**src/rtl/alu_cmd_issue.sv**
```systemverilog
// Command issue and response capture around an 8-bit ALU.
// Commands queue in a small FIFO; results land in a held, tagged response register.
module alu_cmd_issue #(
    parameter int DEPTH = 4,
    parameter int OPW   = 8,
    parameter int RESW  = 16
) (
    input  logic                     clk,
    input  logic                     rst,
    input  logic                     cmd_valid,
    output logic                     cmd_ready,
    input  logic [3:0]               cmd_opcode,
    input  logic [OPW-1:0]           cmd_a,
    input  logic [OPW-1:0]           cmd_b,
    output logic [3:0]               alu_opcode,
    output logic [OPW-1:0]           alu_operand1,
    output logic [OPW-1:0]           alu_operand2,
    input  logic [RESW-1:0]          alu_result,
    input  logic                     alu_flagC,
    input  logic                     alu_flagZ,
    output logic                     rsp_valid,
    input  logic                     rsp_ready,
    output logic [RESW-1:0]          rsp_result,
    output logic                     rsp_c,
    output logic                     rsp_z,
    output logic [3:0]               rsp_tag,
    output logic [$clog2(DEPTH):0]   fifo_count
);

    localparam int AW = $clog2(DEPTH);

    typedef enum logic {
        RSP_EMPTY,
        RSP_FULL
    } state_t;

    state_t         state;
    state_t         next_state;

    logic [3:0]     op_mem [DEPTH];
    logic [OPW-1:0] a_mem  [DEPTH];
    logic [OPW-1:0] b_mem  [DEPTH];

    logic [AW-1:0]  wr_ptr;
    logic [AW-1:0]  rd_ptr;
    logic [AW:0]    count;
    logic [3:0]     issue_tag;

    logic           push;
    logic           pop;
    logic           empty;

    assign empty      = (count == '0);
    assign cmd_ready  = (count != (AW+1)'(DEPTH));
    assign push       = cmd_valid && cmd_ready;
    assign fifo_count = count;

    // Head entry feeds the ALU directly; an empty queue presents zeros.
    assign alu_opcode   = empty ? '0 : op_mem[rd_ptr];
    assign alu_operand1 = empty ? '0 : a_mem[rd_ptr];
    assign alu_operand2 = empty ? '0 : b_mem[rd_ptr];

    // Command storage; contents are don't-care until the pointers say otherwise.
    always_ff @(posedge clk) begin
        if (push) begin
            op_mem[wr_ptr] <= cmd_opcode;
            a_mem[wr_ptr]  <= cmd_a;
            b_mem[wr_ptr]  <= cmd_b;
        end
    end

    // Queue pointers and occupancy; a push and a pop together leave count unchanged.
    always_ff @(posedge clk or posedge rst) begin
        if (rst) begin
            wr_ptr <= '0;
            rd_ptr <= '0;
            count  <= '0;
        end else begin
            if (push) wr_ptr <= wr_ptr + AW'(1);
            if (pop)  rd_ptr <= rd_ptr + AW'(1);
            unique case ({push, pop})
                2'b10:   count <= count + (AW+1)'(1);
                2'b01:   count <= count - (AW+1)'(1);
                default: count <= count;
            endcase
        end
    end

    // Response state register.
    always_ff @(posedge clk or posedge rst) begin
        if (rst) begin
            state <= RSP_EMPTY;
        end else begin
            state <= next_state;
        end
    end

    // Pop the head whenever the response slot is free or being drained this cycle.
    always_comb begin
        next_state = state;
        pop        = 1'b0;
        rsp_valid  = 1'b0;
        unique case (state)
            RSP_EMPTY: begin
                if (!empty) begin
                    pop        = 1'b1;
                    next_state = RSP_FULL;
                end
            end
            RSP_FULL: begin
                rsp_valid = 1'b1;
                if (rsp_ready) begin
                    if (!empty) begin
                        pop = 1'b1;
                    end else begin
                        next_state = RSP_EMPTY;
                    end
                end
            end
            default: next_state = RSP_EMPTY;
        endcase
    end

    // Capture ALU outputs with the next sequence tag on every pop.
    always_ff @(posedge clk or posedge rst) begin
        if (rst) begin
            rsp_result <= '0;
            rsp_c      <= 1'b0;
            rsp_z      <= 1'b0;
            rsp_tag    <= '0;
            issue_tag  <= '0;
        end else if (pop) begin
            rsp_result <= alu_result;
            rsp_c      <= alu_flagC;
            rsp_z      <= alu_flagZ;
            rsp_tag    <= issue_tag;
            issue_tag  <= issue_tag + 4'd1;
        end
    end

endmodule

```
**config.mk**
```make
export PLATFORM = sky130hd
export DESIGN_NAME = alu_cmd_issue
export DESIGN_NICKNAME = d
export VERILOG_FILES = /design/src/rtl/alu_cmd_issue.sv
export SDC_FILE = /design/constraint.sdc
export NUM_CORES = 1
export LEC_CHECK = 0
export CORE_MARGIN = 3
export CORE_UTILIZATION = 45
export DETAILED_ROUTE_END_ITERATION = 8
export PLACE_DENSITY = 0.71
export REMOVE_ABC_BUFFERS = 1
export SKIP_LAST_GASP = 1
export SLEW_MARGIN = 10
export SYNTH_ARGS = -nofsm -noshare
export SYNTH_HDL_FRONTEND = slang
export SYNTH_SLANG_ARGS = --single-unit
```
**constraint.sdc**
```tcl
create_clock -name clk -period 6.9 [get_ports clk]
set_clock_uncertainty 0.2 [all_clocks]
set_input_delay 1.725 -clock clk [delete_from_list [all_inputs] [get_ports clk]]
set_output_delay 1.725 -clock clk [all_outputs]
set_load 0.01 [all_outputs]
```
==> flow_summary_export.csv <==
group,metric,value,unit
synthesis,yosys-top-cells-area,"edfxtp_1 54%, dfrtp_1 19%, mux4_2 10%",
critical_path,max_stage_delay,0.74,ns
synthesis,synth_area_leader_cell,"edfxtp_1",
cts,ctsHoldBuffers,0,
run_status,status,"finished clean",
cts,postCtsSetupBuffers,0,
critical_path,cp_data_required_time,4.97,ns
route,first_pass_iters,4,
sta,setup_violations,0,
cts,cts_made_buffers,17,
route,via_per_inst,4.903,
final_layout,regArea,0.003253,mm²
critical_path,r2r_cells,9,
sta,fmax,0.2114,GHz
placed_design,dp_slack,2.611,ns
final_layout,multi_input_area,0.001147,mm²
sta,tightest_slew,0.9703,ns
sta,setup_tns,0,ns
route,initialDrtViolationCount,94,
critical_path,worstPathCellList,"buf_4 > mux4_2 > and2_1 > clkdlybuf4s50_1",
sta,report.final.hold_viol_count,0,
grt,overflow,0,
min_path,worstHoldStart,"issue_tag[3]",
sta,fin_crit_sh,68.54,%
min_path,min_path_type,"reg -> reg",
synthesis,syn_inst,227,
min_path,holdPathEnd,"issue_tag[3]",
route,wire_per_inst,17.05,µm
critical_path,start_kind,"flop",
critical_path,end_kind,"primary output",
cts,cts-root-buf,"clkbuf_8",
power_and_ir_drop,leakagePower,2.235,nW
die,start_util,47.37,%
route,drc,0,
synthesis,ys_seq_area_share,72.61,%
synthesis,ys_ff_latch,114,
critical_path,worst-setup-path-type,"reg -> out",
flow_run,max-cap-violations,0,
cts,clkLatencyLatePin,0.50,ns
route,finalWirelength,8.049,mm
cts,cts_buffer_depth,2,
final_layout,nets,378,
synthesis,synth_common_cells,"80 x edfxtp_1, 34 x dfrtp_1, 22 x mux2_2, 20 x and2_1, 20 x mux4_2",
critical_path,path_buf_inv,2,
grt,grt_max_degree,35,
grt,grt_usage,15.68,%
critical_path,slowest_stage,"dfrtp_1",
sta,maxSlewViolCount,0,
power_and_ir_drop,ir_drop,0.0003206,V
placed_design,dp_hpwl,5.129,mm
critical_path,r2r_start,"fifo_count[0]",
sta,slew_headroom,35.31,%
synthesis,syn_area,0.004481,mm²
critical_path,r2r_end,"fifo_count[2]",
die,fp.dieH,105.8,µm
placed_design,place_congestion,0.7096,
final_layout,utilization,64.50,%
route,vias,2314,
die,dieArea,0.01119,mm²
final_layout,synthToLayoutAreaGrowth,36.16,%
synthesis,async_flop_share,29.82,%
synthesis,synth_top_area_share,53.62,%
final_layout,drive_above_1_share,24.85,%
cts,cts_htree_levels,4,
route,drtAntennaViolNets,0,
cts,cts_resized,0,
die,rows,35,
synthesis,synth-edff-count,80,
placed_design,place_inst,439,
final_layout,fillers,710,
die,die_x,105.8,µm
sta,rsz0062_at_grt,"no",
sta,finalCriticalPeriod,4.729,ns
grt,antenna_found_initial,0,
final_layout,stdcell_count,472,
grt,grt_pass1_wl,13.05,mm
cts,path_clk_slew,0.06,ns
power_and_ir_drop,power_density,469.5,mW/mm²
cts,cts_sinks,114,
synthesis,synth_cell_types,29,
critical_path,arrival,2.80,ns
critical_path,crit_family,"buffers and inverters",
critical_path,reg2reg_slack,4.43,ns
placed_design,place.port_buffers,88,
min_path,whs_path_depth,1,
synthesis,yosysMostFrequentCell,"edfxtp_1",
grt,grt_pass1_vias,2452,
die,io_pins,89,
cts,tritoncts,"yes",
sta,setup_slack,2.171,ns
synthesis,syn_avg_cell_area,19.74,µm²
power_and_ir_drop,p_total,0.002865,W
synthesis,ys_warn_count,0,
synthesis,dominantRegCellSynth,"edfxtp_1",
die,core-area,0.009459,mm²
critical_path,path_max_fanout,12,
-- cell usage in the layout (no fill, tap or decap), types with 2 or more instances in the layout --
master / instances
and3_2: 4
mux4_2: 20
edfxtp_1: 80
nand3_1: 3
xor2_1: 5
inv_1: 7
clkinv_2: 5
dfrtp_1: 34
clkbuf_8: 3
mux2_2: 22
buf_4: 3
clkbuf_16: 21
xnor2_1: 4
clkbuf_1: 2
clkdlybuf4s50_1: 88
ha_1: 6
and2_1: 20
-- through the flow --
stage	area (µm²)	hold WS (ns)
detailed placement	5492	0.2615
global route	6098	0.2836
CTS	6098	0.2700
floorplan	4427	0.2362
global placement	5492	0.2531
finish	6101	0.2663
-- report_power, final --
| group | leakage [nW] | internal, W | switching, W |
|---|---|---|---|
| Clock | 0.302 | 0.000565 | 0.000284 |
| Combinational | 0.806 | 0.000581 | 0.000379 |
| Sequential | 1.13 | 0.000933 | 0.000122 |
-- routing by layer --
metal  vias up  routed length, µm  track usage (%)
li1       1070                  -                -
met4         0                 82            4.718
met2        55               4112            25.05
met1      1184               3496            19.88
met3         5                357            6.185
met5         -                  0                0
-- worst max path at each step --
| stage | start | endpoint | slack (ns) | depth (start not counted) |
|---|---|---|---|---|
| floorplan | rsp_ready | fifo_count[2] | 3.03 | 8 |
| global placement | rd_ptr[0] | alu_operand1[6] | 2.63 | 4 |
| detailed placement | rd_ptr[0] | alu_operand2[0] | 2.61 | 4 |
| CTS | rd_ptr[0] | alu_operand2[0] | 2.06 | 4 |
| global route | rd_ptr[0] | alu_operand2[0] | 1.97 | 4 |
| finish | rd_ptr[0] | alu_operand2[0] | 2.17 | 4 |
-- logic make-up after synthesis --
logic type                 Yosys count  synth area share (%)
and+or+nand+nor                     37                 5.334
muxes                               45                 16.39
xor gates and xnor gates             9                 1.759
buffers and inverters               15                 1.787
adders and majority gates            7                 2.122
DFF                                114                 72.61
-- worst reg2reg max path: cells and delay by family (launching register included) --
family                   cells  cell delay (ns)
XOR/XNOR                     2             0.30
buffers and inverters        2             0.12
flip-flops                   1             0.45
AND/OR/NAND/NOR              3             0.76
adder cells (fa/ha/maj)      2             0.56
-- layout make-up --
class	count	area share, %
timing repair buffer	91	14.81
multi-input combinational	98	18.81
inverter	7	0.4307
sequential	114	53.32
clock buffer	26	9.413
clock inverter	6	0.5332
tap	129	2.646
antenna	1	0.04102
-- registers in the layout, summed over array words and instances, names as in the netlist --
signal,count
state,1
b_mem,32
rsp_tag,4
rd_ptr,2
wr_ptr,2
rsp_z,1
rsp_c,1
rsp_result,16
op_mem,16
a_mem,32
issue_tag,4
fifo_count,3
(Power assumes the default switching activity.)
